**src/rtl/mem_stage.sv**
```systemverilog
// MEM stage of the RV32I pipeline: byte-serial little-endian loads/stores over an 8-bit RAM port.
// Optional MEM_LOAD_FWD_EN adds a combinational forwarding path (mem_fwd_*) toward ID.
`ifndef LB
`define LB  6'd1
`endif
`ifndef LH
`define LH  6'd2
`endif
`ifndef LW
`define LW  6'd3
`endif
`ifndef LBU
`define LBU 6'd4
`endif
`ifndef LHU
`define LHU 6'd5
`endif
`ifndef SB
`define SB  6'd6
`endif
`ifndef SH
`define SH  6'd7
`endif
`ifndef SW
`define SW  6'd8
`endif

module mem_stage #(
    parameter int ADDR_W = 32,
    parameter int DATA_W = 32
) (
    input  logic              clk,
    input  logic              rst,
    input  logic [2:0]        in_status,
    input  logic [5:0]        in_op,
    input  logic [ADDR_W-1:0] in_addr,
    input  logic [DATA_W-1:0] in_data,
    input  logic [4:0]        in_rd,
    input  logic [7:0]        mem_din,
    output logic [ADDR_W-1:0] mem_a,
    output logic [7:0]        mem_dout,
    output logic              mem_wr,
    output logic              stall_req,
    output logic              wb_we,
    output logic [4:0]        wb_rd,
    output logic [DATA_W-1:0] wb_data,
    output logic [1:0]        dbg_state
`ifdef MEM_LOAD_FWD_EN
   ,output logic              mem_fwd_valid,
    output logic [4:0]        mem_fwd_rd,
    output logic [DATA_W-1:0] mem_fwd_data
`endif
);

    typedef enum logic [1:0] {
        IDLE  = 2'd0,
        LOAD  = 2'd1,
        STORE = 2'd2
    } state_t;

    state_t            state_q;
    logic [5:0]        op_q;
    logic [ADDR_W-1:0] base_q;
    logic [DATA_W-1:0] data_q;
    logic [4:0]        rd_q;
    logic [2:0]        cnt_q;
    logic [DATA_W-1:0] asm_q;
    logic [ADDR_W-1:0] mem_a_q;
    logic [7:0]        mem_dout_q;
    logic              mem_wr_q;
    logic              wb_we_q;
    logic [4:0]        wb_rd_q;
    logic [DATA_W-1:0] wb_data_q;

    logic [DATA_W-1:0] asm_d;
    logic [DATA_W-1:0] ld_result;
    logic [2:0]        size_q;
    logic              last_byte;
    logic [ADDR_W-1:0] ld_addr_next;
    logic [ADDR_W-1:0] st_addr;
    logic [7:0]        st_byte;
    logic              stall_d;

    function automatic logic [2:0] acc_size(input logic [5:0] op);
        case (op)
            `LB, `LBU, `SB: acc_size = 3'd1;
            `LH, `LHU, `SH: acc_size = 3'd2;
            default:        acc_size = 3'd4;
        endcase
    endfunction

    function automatic logic [DATA_W-1:0] extend(input logic [5:0] op, input logic [DATA_W-1:0] v);
        case (op)
            `LB:     extend = {{(DATA_W-8){v[7]}}, v[7:0]};
            `LBU:    extend = {{(DATA_W-8){1'b0}}, v[7:0]};
            `LH:     extend = {{(DATA_W-16){v[15]}}, v[15:0]};
            `LHU:    extend = {{(DATA_W-16){1'b0}}, v[15:0]};
            default: extend = v;
        endcase
    endfunction

    assign size_q       = acc_size(op_q);
    assign last_byte    = (cnt_q + 3'd1) == size_q;
    assign ld_addr_next = base_q + ADDR_W'(cnt_q) + ADDR_W'(1);
    assign st_addr      = base_q + ADDR_W'(cnt_q);
    assign st_byte      = data_q[{cnt_q[1:0], 3'b000} +: 8];

    // The byte arriving this cycle merged into its lane; the final load value is taken from here.
    always_comb begin
        asm_d = asm_q;
        asm_d[{cnt_q[1:0], 3'b000} +: 8] = mem_din;
    end

    assign ld_result = extend(op_q, asm_d);

    always_comb begin
        stall_d = 1'b0;
        if (!rst) begin
            case (state_q)
                IDLE:    stall_d = (in_status == 3'b011) ||
                                   ((in_status == 3'b010) && (in_op != `SB));
                LOAD:    stall_d = 1'b1;
                STORE:   stall_d = cnt_q < size_q;
                default: stall_d = 1'b0;
            endcase
        end
    end

    always_ff @(posedge clk) begin
        if (rst) begin
            state_q    <= IDLE;
            op_q       <= 6'd0;
            base_q     <= '0;
            data_q     <= '0;
            rd_q       <= 5'd0;
            cnt_q      <= 3'd0;
            asm_q      <= '0;
            mem_a_q    <= '0;
            mem_dout_q <= 8'd0;
            mem_wr_q   <= 1'b0;
            wb_we_q    <= 1'b0;
            wb_rd_q    <= 5'd0;
            wb_data_q  <= '0;
        end else begin
            case (state_q)
                IDLE: begin
                    mem_wr_q <= 1'b0;
                    wb_we_q  <= 1'b0;
                    case (in_status)
                        3'b001, 3'b101: begin
                            wb_we_q   <= in_rd != 5'd0;
                            wb_rd_q   <= in_rd;
                            wb_data_q <= in_data;
                        end
                        3'b011: begin
                            op_q    <= in_op;
                            base_q  <= in_addr;
                            rd_q    <= in_rd;
                            mem_a_q <= in_addr;
                            cnt_q   <= 3'd0;
                            asm_q   <= '0;
                            state_q <= LOAD;
                        end
                        3'b010: begin
                            op_q       <= in_op;
                            base_q     <= in_addr;
                            data_q     <= in_data;
                            mem_a_q    <= in_addr;
                            mem_dout_q <= in_data[7:0];
                            mem_wr_q   <= 1'b1;
                            cnt_q      <= 3'd1;
                            state_q    <= STORE;
                        end
                        default: ;
                    endcase
                end
                LOAD: begin
                    mem_wr_q <= 1'b0;
                    asm_q    <= asm_d;
                    cnt_q    <= cnt_q + 3'd1;
                    if (last_byte) begin
                        wb_we_q   <= rd_q != 5'd0;
                        wb_rd_q   <= rd_q;
                        wb_data_q <= ld_result;
                        state_q   <= IDLE;
                    end else begin
                        mem_a_q <= ld_addr_next;
                    end
                end
                STORE: begin
                    wb_we_q <= 1'b0;
                    if (cnt_q < size_q) begin
                        mem_a_q    <= st_addr;
                        mem_dout_q <= st_byte;
                        mem_wr_q   <= 1'b1;
                        cnt_q      <= cnt_q + 3'd1;
                    end else begin
                        mem_wr_q <= 1'b0;
                        state_q  <= IDLE;
                    end
                end
                default: state_q <= IDLE;
            endcase
        end
    end

    assign mem_a     = mem_a_q;
    assign mem_dout  = mem_dout_q;
    assign mem_wr    = mem_wr_q;
    assign stall_req = stall_d;
    assign wb_we     = wb_we_q;
    assign wb_rd     = wb_rd_q;
    assign wb_data   = wb_data_q;
    assign dbg_state = state_q;

`ifdef MEM_LOAD_FWD_EN
    always_comb begin
        mem_fwd_valid = 1'b0;
        mem_fwd_rd    = 5'd0;
        mem_fwd_data  = '0;
        if (!rst) begin
            if ((state_q == IDLE) && ((in_status == 3'b001) || (in_status == 3'b101))) begin
                mem_fwd_valid = in_rd != 5'd0;
                mem_fwd_rd    = in_rd;
                mem_fwd_data  = in_data;
            end else if ((state_q == LOAD) && last_byte) begin
                mem_fwd_valid = rd_q != 5'd0;
                mem_fwd_rd    = rd_q;
                mem_fwd_data  = ld_result;
            end
        end
    end
`endif

endmodule

```
**config.mk**
```make
export PLATFORM = sky130hd
export DESIGN_NAME = mem_stage
export DESIGN_NICKNAME = d
export VERILOG_FILES = /design/src/rtl/mem_stage.sv
export SDC_FILE = /design/constraint.sdc
export NUM_CORES = 1
export LEC_CHECK = 0
export CORE_UTILIZATION = 40
export DETAILED_ROUTE_END_ITERATION = 12
export GPL_ROUTABILITY_DRIVEN = 1
export PLACE_DENSITY = 0.71
export SLEW_MARGIN = 0
export SYNTH_ARGS = -nofsm -noshare
export SYNTH_HDL_FRONTEND = slang
export SYNTH_SLANG_ARGS = --single-unit
```
**constraint.sdc**
```tcl
create_clock -name clk -period 10 [get_ports clk]
set_input_delay 2.5 -clock clk [delete_from_list [all_inputs] [get_ports clk]]
set_output_delay 2.5 -clock clk [all_outputs]
set_load 0.005 [all_outputs]
```
* Word level (Yosys, flattened, before mapping)
Index checks and enable logic that the tools add are counted.
** Word-level totals
- Input bits :: 88
- Flip-flop bits (word level) :: 191
** Operators by class
- Multiplexer cells :: 33
- Eq/ne operators :: 23
- Magnitude comparators :: 1
- Shift operators :: 3
- Add/subtract/negate cells :: 4
- Reductions and logical operators :: 22
** Operators by type and width (count)
- two-way mux 32 bit :: 6
- case mux 32 bit (2 select lines) :: 2
- case mux 32 bit (4 select lines) :: 1
- case mux 32 bit (3 select lines) :: 1
- adder 32 x 1 -> 32 bit, second input constant :: 1
- adder 32 x 3 -> 32 bit :: 1
- bitwise mux 32 bit :: 1
- variable shift 8 x 7 -> 32 bit, first input constant :: 1
- indexed part select 32 x 6 -> 8 bit :: 1
- indexed part select 8 x 7 -> 32 bit :: 1
- == test 6 x 3 -> 1 bit, second input constant :: 4
- two-way mux 8 bit :: 2
- case mux 8 bit (2 select lines) :: 1
- inequality test 2 bit, second input constant :: 7
- case mux 3 bit (2 select lines) :: 2
- AND reduction 3 bit :: 4
- two-way mux 5 bit :: 2
- case mux 5 bit (2 select lines) :: 1
- AND reduction 2 bit :: 5
- nonzero test 5 bit :: 2
- case mux 1 bit (3 select lines) :: 3
- case mux 3 bit (3 select lines) :: 1
- negation 5 -> 7 bit :: 1
- == test 3 x 2 -> 1 bit, second input constant :: 2
- other kinds (25) :: 33

* Logic depth before layout (Yosys ltp)
Gate-level depths: netlist (run 1).
- Depth after elaboration :: 6
- Gate-level depth with buffers :: 14

* Least setup slack after synthesis (run 1)
OpenSTA, ideal clock, no wires.
- Path kind :: input-to-output
- Start point :: input port in_status[2]
- End point :: output port stall_req
- Slack :: 4.038 ns
- Arrival time :: 3.462 ns
- Path buffers :: 1
- Cell stages on the path :: 5
- Cell sequence :: nand2b_1 nor2_1 clkbuf_1 a211oi_1 nor3_1
** On the way
- Cells in the longest elaborated chain, start to end :: 5
- Elaborated cells on any way between the ends :: 6
- Those cells by class :: eq/ne: 2; mux: 2; reduce/logical: 2
** Ends and longest elaborated chain
- start, declared :: RTL line 34 : input logic [2:0] in_status,
- == test 3 x 2 -> 1 bit :: RTL line 121 : ((in_status == 3'b010) && (in_op != `SB));
- logical AND 1 bit :: RTL line 121
- logical OR 1 bit * :: RTL line 120 : IDLE: stall_d = (in_status == 3'b011) ||
- case mux 1 bit (3 select lines) * :: RTL line 119 : case (state_q)
- two-way mux 1 bit * :: RTL line 118 : if (!rst) begin
- end, declared :: RTL line 43 : output logic stall_req,
Mark *: on every way between the ends. The rest lies on a longest branch, timed or not.

* Worst setup path in the final report (run 1)
- Start point :: input port in_status[0]
- End point :: output port stall_req
Same word-level chain as after synthesis.

==> qor.yml, run 1 <==
dieHeight_um: 160.8
grt-ovfl-total: 0
critPathCaptureType: "output port"
slew_violations: 0
relSlewSlack: 0.2071
drt-wirelength-per-cell_um: 17.58
dieArea_sq_mm: 0.02587
numCtsBuffers: 17
final_area_sq_mm: 0.01259
p_total_mw: 1.891
startpoint: "in_status[0]"
netSwitchingPower_mw: 0.5882
synth_edf_count: 0
die_w_um: 160.8
place_area_sq_mm: 0.01194
postSynthCellCount: 1304
pwr-share-clk: 0.393
yosys-top-cells-area: "dfxtp_1 (38%), a21oi_1 (9.2%), nand2_1 (9.0%)"
first_global_vias: 9315
routed_wl_mm: 30.73
power_density_mw_per_mm2: 150.2
path_max_fanout: 7
worstMarginPinSlew_ns: 1.189
cts-htree-levels: 4
peakVddDrop_v: 0.00009618
switching_share: 0.3110
core_area_sq_mm: 0.02453
drtAntennaViolNets: 0
clk_latency_ns: 0.45
antenna_found_initial: 0
cts_tree: "done"
globalplace.congestion: 0.8785
worstPathArrival_ns: 4.19
internal-power_mw: 1.303
synth_seq_cells: 191
n_antenna_cell: 0
yosysTopAreaCell: "dfxtp_1"
crit_end: "stall_req"
rows: 57
num_vias: 10020
synth_top_cell_area_share: 0.3789
placed_cells: 1716
fmax_ghz: 0.1495
share_comb_of_total_power: 0.167
maxCapViolations: 0
io_buffers: 169
setup_viol: 0
yosys_warnings: 0
period_minus_slack_ns: 6.691
synthArstFlopShare: 0
fillCellCount: 2345
finalClockSkew_ns: 0.02050
dp_hpwl_mm: 21.32
fin_cells: 1748
drt_iter0_drc: 833
clock_sinks: 191
tns_ns: 0
grt_usage: 0.2377
dr.pass1.iters: 6
cp.required_ns: 7.50
io_pins: 170
area_growth_pct: 24.76
syn-num-nets: 1410
cts_resized: 0
path_class: "input pin to output port"
r2r_end: "mem_a[31]"
start_util: 0.4114
nNetsFinal: 1517
drc_errors: 0
clockBufferDepth: 2
synth.cell_area_sq_mm: 0.01009
rsz0062_at_grt: "no"
ys.flop_type: "dfxtp_1"
hold_viol_final: 0
start_kind: "input pin"
status: "complete, no violations"
power.leakage_nw: 4.185
post_drt_via_cell_ratio: 5.729
grt_start_max_net_pins: 104
grt_pass1_wl_mm: 49.55
drive_gt1_frac: 0.05688
ys_types: 70
cts_setup_buffers: 0
hold_class: "flip-flop to flip-flop"
cts_root_buffer: "clkbuf_16"
r2r_slack_ns: 5.68
finalCritPeriodShare: 0.6691
syn_avg_cell_area_sq_um: 7.739
rr_startpoint: "cnt_q[1]"
p_seq_frac: 0.440
seq_area_frac_synth: 0.3789
hold_ws_ns: 0.4568
postCtsHoldBufs: 0
path_clk_slew_ns: 0.09
worstRegToRegCells: 10
==> cells in the mapped netlist, types with 7 or more instances <==
| library cell | instances |
|---|---|
| nand2_1 | 241 |
| dfxtp_1 | 191 |
| nand3_1 | 21 |
| a21oi_1 | 185 |
| or3_1 | 12 |
| mux2i_1 | 13 |
| nor2_1 | 147 |
| nor3_1 | 26 |
| ha_1 | 17 |
| nor4_1 | 8 |
| and3_1 | 7 |
| o221ai_1 | 25 |
| mux4_2 | 8 |
| a22oi_1 | 35 |
| and2_1 | 7 |
| o21ai_0 | 15 |
| inv_1 | 12 |
| nand4_1 | 13 |
| a211oi_1 | 23 |
| nor2b_1 | 38 |
| xor2_1 | 25 |
| o211ai_1 | 21 |
| clkbuf_1 | 83 |
| xnor2_1 | 24 |
==> metal layers <==
metal	track usage	vias to the layer above	wire [um]
met3	0.04236	54	2350
met4	0.08533	0	784
met2	0.3736	402	13720
met5	0	-	0
li1	-	4835	-
met1	0.3250	4724	13870
==> worst max-delay path: stages <==
cell,delay (ns)
clkdlybuf4s50_1,0.53
nor4_1,0.23
nand4b_1,0.14
a211oi_1,0.24
nor3_1,0.06
clkdlybuf4s50_1,0.48
==> power by group through the flow <==
stage	logic (mW)	clock network [mW]	registers [mW]
2_1_floorplan	0.166	0	0.843
3_3_place_gp	0.309	0	0.848
3_5_place_dp	0.313	0	0.849
4_1_cts	0.315	0.754	0.831
5_1_grt	0.345	0.782	0.837
6_report	0.316	0.744	0.831
==> worst min path at each step <==
| stage | from | endpoint | slack [ns] | cells past startpoint |
|---|---|---|---|---|
| global placement | data_q[13] | data_q[13] | 0.44 | 2 |
| floorplan | op_q[5] | op_q[5] | 0.43 | 2 |
| finish | wb_data[11] | wb_data[11] | 0.46 | 2 |
| CTS | op_q[4] | op_q[4] | 0.46 | 2 |
| detailed placement | op_q[4] | op_q[4] | 0.44 | 2 |
| global route | wb_data[2] | wb_data[2] | 0.47 | 2 |
==> logic make-up (layout without fill, tap and decap cells) <==
| logic type | Yosys count | in the layout | synth area share |
|---|---|---|---|
| buffers and inverters | 106 | 226 | 0.04042 |
| adders and majority gates | 18 | 18 | 0.02306 |
| DFF | 191 | 191 | 0.3789 |
| and+or+nand+nor | 557 | 557 | 0.2530 |
| xor gates and xnor gates | 51 | 51 | 0.04575 |
| AOI/OAI and AO/OA | 359 | 359 | 0.2270 |
| muxes | 22 | 22 | 0.03186 |
==> placed cells by master, fill, tap and decap left out, types with 13 or more instances in the layout <==
master / synthesis / routed
a211oi_1: 23 / 23
a21oi_1: 185 / 184
a22oi_1: 35 / 35
clkbuf_16: 0 / 17
clkdlybuf4s50_1: 0 / 168
dfxtp_1: 191 / 191
ha_1: 17 / 16
mux2i_1: 13 / 13
nand2_1: 241 / 241
nand3_1: 21 / 21
nand4_1: 13 / 13
nor2_1: 147 / 144
nor2b_1: 38 / 38
nor3_1: 26 / 26
o211ai_1: 21 / 21
o21ai_0: 15 / 15
o221ai_1: 25 / 25
xnor2_1: 24 / 24
xor2_1: 25 / 25
==> layout make-up <==
class | instances | area, sq um | share of cell area
clock buffer | 17 | 425.4 | 0.03379
timing repair buffer | 181 | 1783 | 0.1416
multi-input combinational | 1007 | 5874 | 0.4666
tap | 324 | 405.4 | 0.03220
clock inverter | 15 | 230.2 | 0.01828
sequential | 191 | 3824 | 0.3037
inverter | 13 | 48.80 | 0.003876
==> metrics by stage <==
stage / utilization / worst slack [ns]
final: 0.5132 / 3.309
after global routing: 0.5132 / 3.202
after CTS: 0.5132 / 3.304
after detailed placement: 0.4865 / 3.309
after global placement: 0.4865 / 3.309
after floorplan: - / 4.038
==> sequential cells by signal, summed over array words and instances, names as in the netlist <==
register,cells
wb_rd,5
mem_a,32
cnt_q,3
dbg_state,2
op_q,6
asm_q,32
mem_wr,1
wb_data,32
wb_we,1
data_q,32
rd_q,5
base_q,32
mem_dout,8
Note: power is estimated with default switching activity, not from simulation.
==> run 2: changes to the inputs <==
- PLACE_DENSITY: 0.71 -> 0.73
- clock period: 10 -> 6.14 ns (I/O delays scaled with it)
==> run 2 against run 1 <==
Effect of this change: worst hold slack got worse by 0.0025 ns; final area decreased by 0.56%; combinational power increased by 60%; global-route usage decreased by 0.57 points; critical path depth increased by 4; register-to-register slack got worse by 3.9 ns; power increased by 58%; clock power increased by 51%; flip-flop and latch count unchanged; clock skew decreased by 0.0014 ns; via count decreased by 0.55%; sequential power increased by 64%; highest routed layer unchanged.
==> qor.yml, run 2 (synthesis gave the netlist of run 1 again) <==
drt-wirelength-per-cell_um: 17.36  # -1.3%
worstPathArrival_ns: 3.31  # -0.88 ns
pwr-share-clk: 0.375  # -0.018
finalCritPeriodShare: 0.7898
dr.pass1.iters: 5  # -1
status: "complete, no violations"
cts-htree-levels: 4  # unchanged
maxCapViolations: 0  # unchanged
critPathCaptureType: "output port"
postCtsHoldBufs: 0  # unchanged
power.leakage_nw: 4.156  # -0.68%
grt-ovfl-total: 0  # unchanged
p_seq_frac: 0.456  # +0.016
setup_viol: 0  # unchanged
path_max_fanout: 7  # unchanged
period_minus_slack_ns: 4.849
rsz0062_at_grt: "no"
switching_share: 0.3009  # -0.01014
cts_setup_buffers: 0  # unchanged
nNetsFinal: 1517  # unchanged
n_antenna_cell: 0  # unchanged
num_vias: 9960  # -0.55%
setup_ws_ns: 1.291  # -2.019 ns
dieHeight_um: 160.8  # unchanged
start_util: 0.4114  # unchanged
share_comb_of_total_power: 0.170  # +0.003
netSwitchingPower_mw: 0.8971  # +53%
hold_class: "flip-flop to flip-flop"
most-common-layout-cells: "nand2_1 (241), dfxtp_1 (191), a21oi_1 (184)"
hold_viol_final: 0  # unchanged
grt_usage: 0.2320  # -0.005721
finalClockSkew_ns: 0.01910  # -0.001402 ns
internal-power_mw: 2.084  # +60%
io_pins: 170  # unchanged
slew_violations: 0  # unchanged
pre_cts_ws_ns: 1.344  # -1.965 ns
area_growth_pct: 24.06
drc_errors: 0  # unchanged
cts_root_buffer: "clkbuf_16"
fillCellCount: 2368  # +0.98%
clockBufferDepth: 2  # unchanged
path_clk_slew_ns: 0.08  # about the same
post_drt_via_cell_ratio: 5.698  # -0.55%
first_global_vias: 9113  # -2.2%
power_density_mw_per_mm2: 238.1  # +59%
cp.required_ns: 4.61  # -2.89 ns
antenna_found_initial: 0  # unchanged
peakVddDrop_v: 0.0001399  # +45%
dp_hpwl_mm: 21.06  # -1.2%
globalplace.congestion: 0.8972  # +2.1%
numCtsBuffers: 17  # unchanged
io_buffers: 169  # unchanged
core_area_sq_mm: 0.02453  # unchanged
drive_gt1_frac: 0.05618  # -0.0007022
start_kind: "flip-flop"
fmax_ghz: 0.2062
drt_iter0_drc: 793  # -4.8%
clock_sinks: 191  # unchanged
cts_resized: 0  # unchanged
rows: 57  # unchanged
path_class: "flip-flop to output port"
grt_start_max_net_pins: 113  # +8.7%
die_w_um: 160.8  # unchanged
worstMarginPinSlew_ns: 1.168  # -0.02094 ns
grt_pass1_wl_mm: 47.96  # -3.2%
fin_util: 0.5104  # -0.002856
hold_ws_ns: 0.4543  # -0.002472 ns
tns_ns: 0  # unchanged
dieArea_sq_mm: 0.02587  # unchanged
clk_latency_ns: 0.46  # about the same
cts_tree: "done"
routed_wl_mm: 30.34  # -1.3%
drtAntennaViolNets: 0  # unchanged
final_common_cell: "nand2_1"
relSlewSlack: 0.2211  # +0.01396
[run 2: final timing paths]
path | startpoint | to | slack, ns | cells after the start
max | op_q[3] | stall_req | 1.29 | 10
min | wb_data[1] | wb_data[1] | 0.45 | 2
max reg2reg | cnt_q[0] | wb_data[17] | 1.73 | 8
min reg2reg | wb_data[1] | wb_data[1] | 0.45 | 2
[run 2: routing by layer]
metal / GRT usage / up-vias / routed length [um]
met4: 0.09048 / 0 / 730
li1: - / 4834 / -
met2: 0.3566 / 368 / 13520
met3: 0.04390 / 54 / 2121
met1: 0.3196 / 4704 / 13970
met5: 0 / - / 0
[run 2: per-stage QoR]
step	std cells	cell area, sq um	power [mW]
6_report	1748	12520	2.981
4_1_cts	1748	12520	2.993
3_3_place_gp	1716	11930	1.882
3_5_place_dp	1716	11930	1.888
5_1_grt	1748	12520	3.102
2_1_floorplan	1304	10090	1.644
[run 2: critical path, stage by stage (launching register included)]
cell	delay, ns
dfxtp_1	0.32
or3_1	0.52
a21o_1	0.24
ha_1	0.27
nor2b_1	0.13
o21ai_0	0.13
nand2b_1	0.18
nor2_1	0.31
a211oi_1	0.07
nor3_1	0.17
clkdlybuf4s50_1	0.54
[run 2: power by group through the flow]
stage               sequential [mW]  clock, mW  combinational [mW]
floorplan                      1.37          0               0.270
global placement               1.38          0               0.498
detailed placement             1.39          0               0.502
CTS                            1.36       1.13               0.504
global route                   1.37       1.18               0.553
finish                         1.36       1.12               0.506
[run 2: cell type report]
cell class / count / area [sq um] / area share
repair buffers: 181 / 1779 / 0.1421
inverters: 13 / 48.80 / 0.003897
well taps: 324 / 405.4 / 0.03238
clock inverters: 15 / 166.4 / 0.01329
flip-flops and latches: 191 / 3824 / 0.3054
multi-input cells: 1007 / 5872 / 0.4690
clock buffers: 17 / 425.4 / 0.03398
==> run 3: changes to the inputs <==
- PLACE_DENSITY: 0.73 -> 0.71
- clock period: 6.14 -> 5 ns (I/O delays scaled with it)
==> run 3 against run 2 <==
Effect of this change: routed wire length up 2.0%; largest cell class unchanged; final cell count up 0.57%; critical path type unchanged; flip-flop and latch count unchanged; critical endpoint unchanged.
==> qor.yml, run 3 (synthesis gave the netlist of run 1 again) <==
status: "complete, no violations"
dr.pass1.iters: 6  # +1
dieArea_sq_mm: 0.02587  # unchanged
cp_top_family: "simple AND/OR/NAND/NOR gates"
dieHeight_um: 160.8  # unchanged
clockBufferDepth: 2  # unchanged
setup_viol: 0  # unchanged
relSlewSlack: 0.2256  # +0.004499
peakVddDrop_v: 0.0001684  # +20%
clk_latency_ns: 0.46  # about the same
drive_gt1_frac: 0.06276  # +0.006582
cp.required_ns: 3.75  # -0.86 ns
cts_resized: 0  # unchanged
clock_sinks: 191  # unchanged
rsz0062_at_grt: "no"
slew_violations: 0  # unchanged
dr_wl_met2_mm: 14.02  # +3.7%
grt_usage: 0.2374  # +0.005431
worstPathArrival_ns: 3.18  # -0.13 ns
rows: 57  # unchanged
cts_setup_buffers: 0  # unchanged
post_drt_via_cell_ratio: 5.752  # +0.95%
fillCellCount: 2343  # -1.1%
area_growth_pct: 25.48
grt-ovfl-total: 0  # unchanged
maxCapViolations: 0  # unchanged
max_stage_delay_ns: 0.53  # about the same
final_common_cell: "nand2_1"
postCtsHoldBufs: 0  # unchanged
dp_hpwl_mm: 21.60  # +2.6%
grt_start_max_net_pins: 78  # -31%
path_class: "flip-flop to output port"
cts_tree: "done"
met3_length_mm: 2.238  # +5.5%
hold_class: "flip-flop to flip-flop"
fmax_ghz: 0.2257
cts-htree-levels: 4  # unchanged
power_density_mw_per_mm2: 300.3  # +26%
period_minus_slack_ns: 4.431
die_w_um: 160.8  # unchanged
crit_buf_inv: 1  # unchanged
num_vias: 10110  # +1.5%
drt_iter0_drc: 788  # -0.63%
power.leakage_nw: 4.235  # +1.9%
antenna_found_initial: 1  # +1
numCtsBuffers: 17  # unchanged
drtAntennaViolNets: 0  # unchanged
drc_errors: 0  # unchanged
path_max_fanout: 7  # unchanged
critPathCaptureType: "output port"
start_util: 0.4114  # unchanged
worstPathCellList: "or3_1 > a21o_1 > ha_1 > nor2b_1 > o21ai_0 > nand2b_1 > nor2_1 > a211oi_1 > nor3_1 > clkdlybuf4s50_1"
tns_ns: 0  # unchanged
routedLengthMet1_mm: 14.15  # +1.2%
finalClockSkew_ns: 0.01904  # -0.00005320 ns
first_global_vias: 9189  # +0.83%
critPathSlowestCell: "clkdlybuf4s50_1"
nNetsFinal: 1527  # +0.66%
globalplace.congestion: 0.9011  # +0.43%
hold_viol_final: 0  # unchanged
io_pins: 170  # unchanged
most-common-layout-cells: "nand2_1 (241), dfxtp_1 (191), a21oi_1 (184)"
n_antenna_cell: 0  # unchanged
start_kind: "flip-flop"
grt_pass1_wl_mm: 49.49  # +3.2%
core_area_sq_mm: 0.02453  # unchanged
p_total_mw: 3.803  # +28%
drt-wirelength-per-cell_um: 17.60  # +1.4%
worstMarginPinSlew_ns: 1.162  # -0.006749 ns
cts_root_buffer: "clkbuf_16"
routed_wl_mm: 30.95  # +2.0%
finalCritPeriodShare: 0.8862
top_layer: "met5"
io_buffers: 169  # unchanged
path_clk_slew_ns: 0.08  # about the same
==> run 3: path summary, 6_finish.rpt <==
| kind | from | endpoint | slack [ns] | cells after the start |
|---|---|---|---|---|
| setup / recovery | op_q[3] | stall_req | 0.57 | 10 |
| hold / removal | mem_a[11] | mem_a[11] | 0.46 | 2 |
| setup reg to reg | cnt_q[1] | mem_a[26] | 1.18 | 11 |
| hold reg to reg | mem_a[11] | mem_a[11] | 0.46 | 2 |
==> run 3: power by group <==
part           leakage [nW]  total, mW  switching, mW  internal (mW)
logic                  2.36      0.636          0.345          0.291
clock network         0.315       1.50          0.786          0.718
registers              1.56       1.66         0.0614           1.60
==> run 3: area by class of cell <==
type,instances,area [sq um],area share
tap,324,405.4,0.03201
sequential,191,3824,0.3019
timing repair buffer,191,1858,0.1467
inverter,13,48.80,0.003853
clock buffer,17,425.4,0.03359
clock inverter,15,230.2,0.01818
multi-input combinational,1007,5872,0.4637
==> run 3: tightest hold or removal path: cells and delay by family, from the launching register on <==
family,cells,cell delay (ns)
simple gates,1,0.05
compound gates,1,0.05
flops,1,0.31
==> run 3: metal layers <==
layer,vias to the layer above,GRT usage
met1,4821,0.3377
met2,396,0.3670
li1,4847,-
met5,-,0
met4,2,0.06732
met3,46,0.04029
==> run 3: per-stage QoR <==
| step | hold slack [ns] | std cells | instance area, sq um | utilization | worst slack [ns] |
|---|---|---|---|---|---|
| 5_1_grt | 0.4742 | 1758 | 12660 | 0.5162 | 0.3445 |
| 2_1_floorplan | 0.4310 | 1304 | 10090 | - | 1.538 |
| 4_1_cts | 0.4588 | 1758 | 12660 | 0.5162 | 0.5901 |
| 6_report | 0.4579 | 1758 | 12660 | 0.5162 | 0.5690 |
| 3_5_place_dp | 0.4436 | 1726 | 12010 | 0.4894 | 0.8320 |
| 3_3_place_gp | 0.4395 | 1726 | 12010 | 0.4894 | 0.8215 |
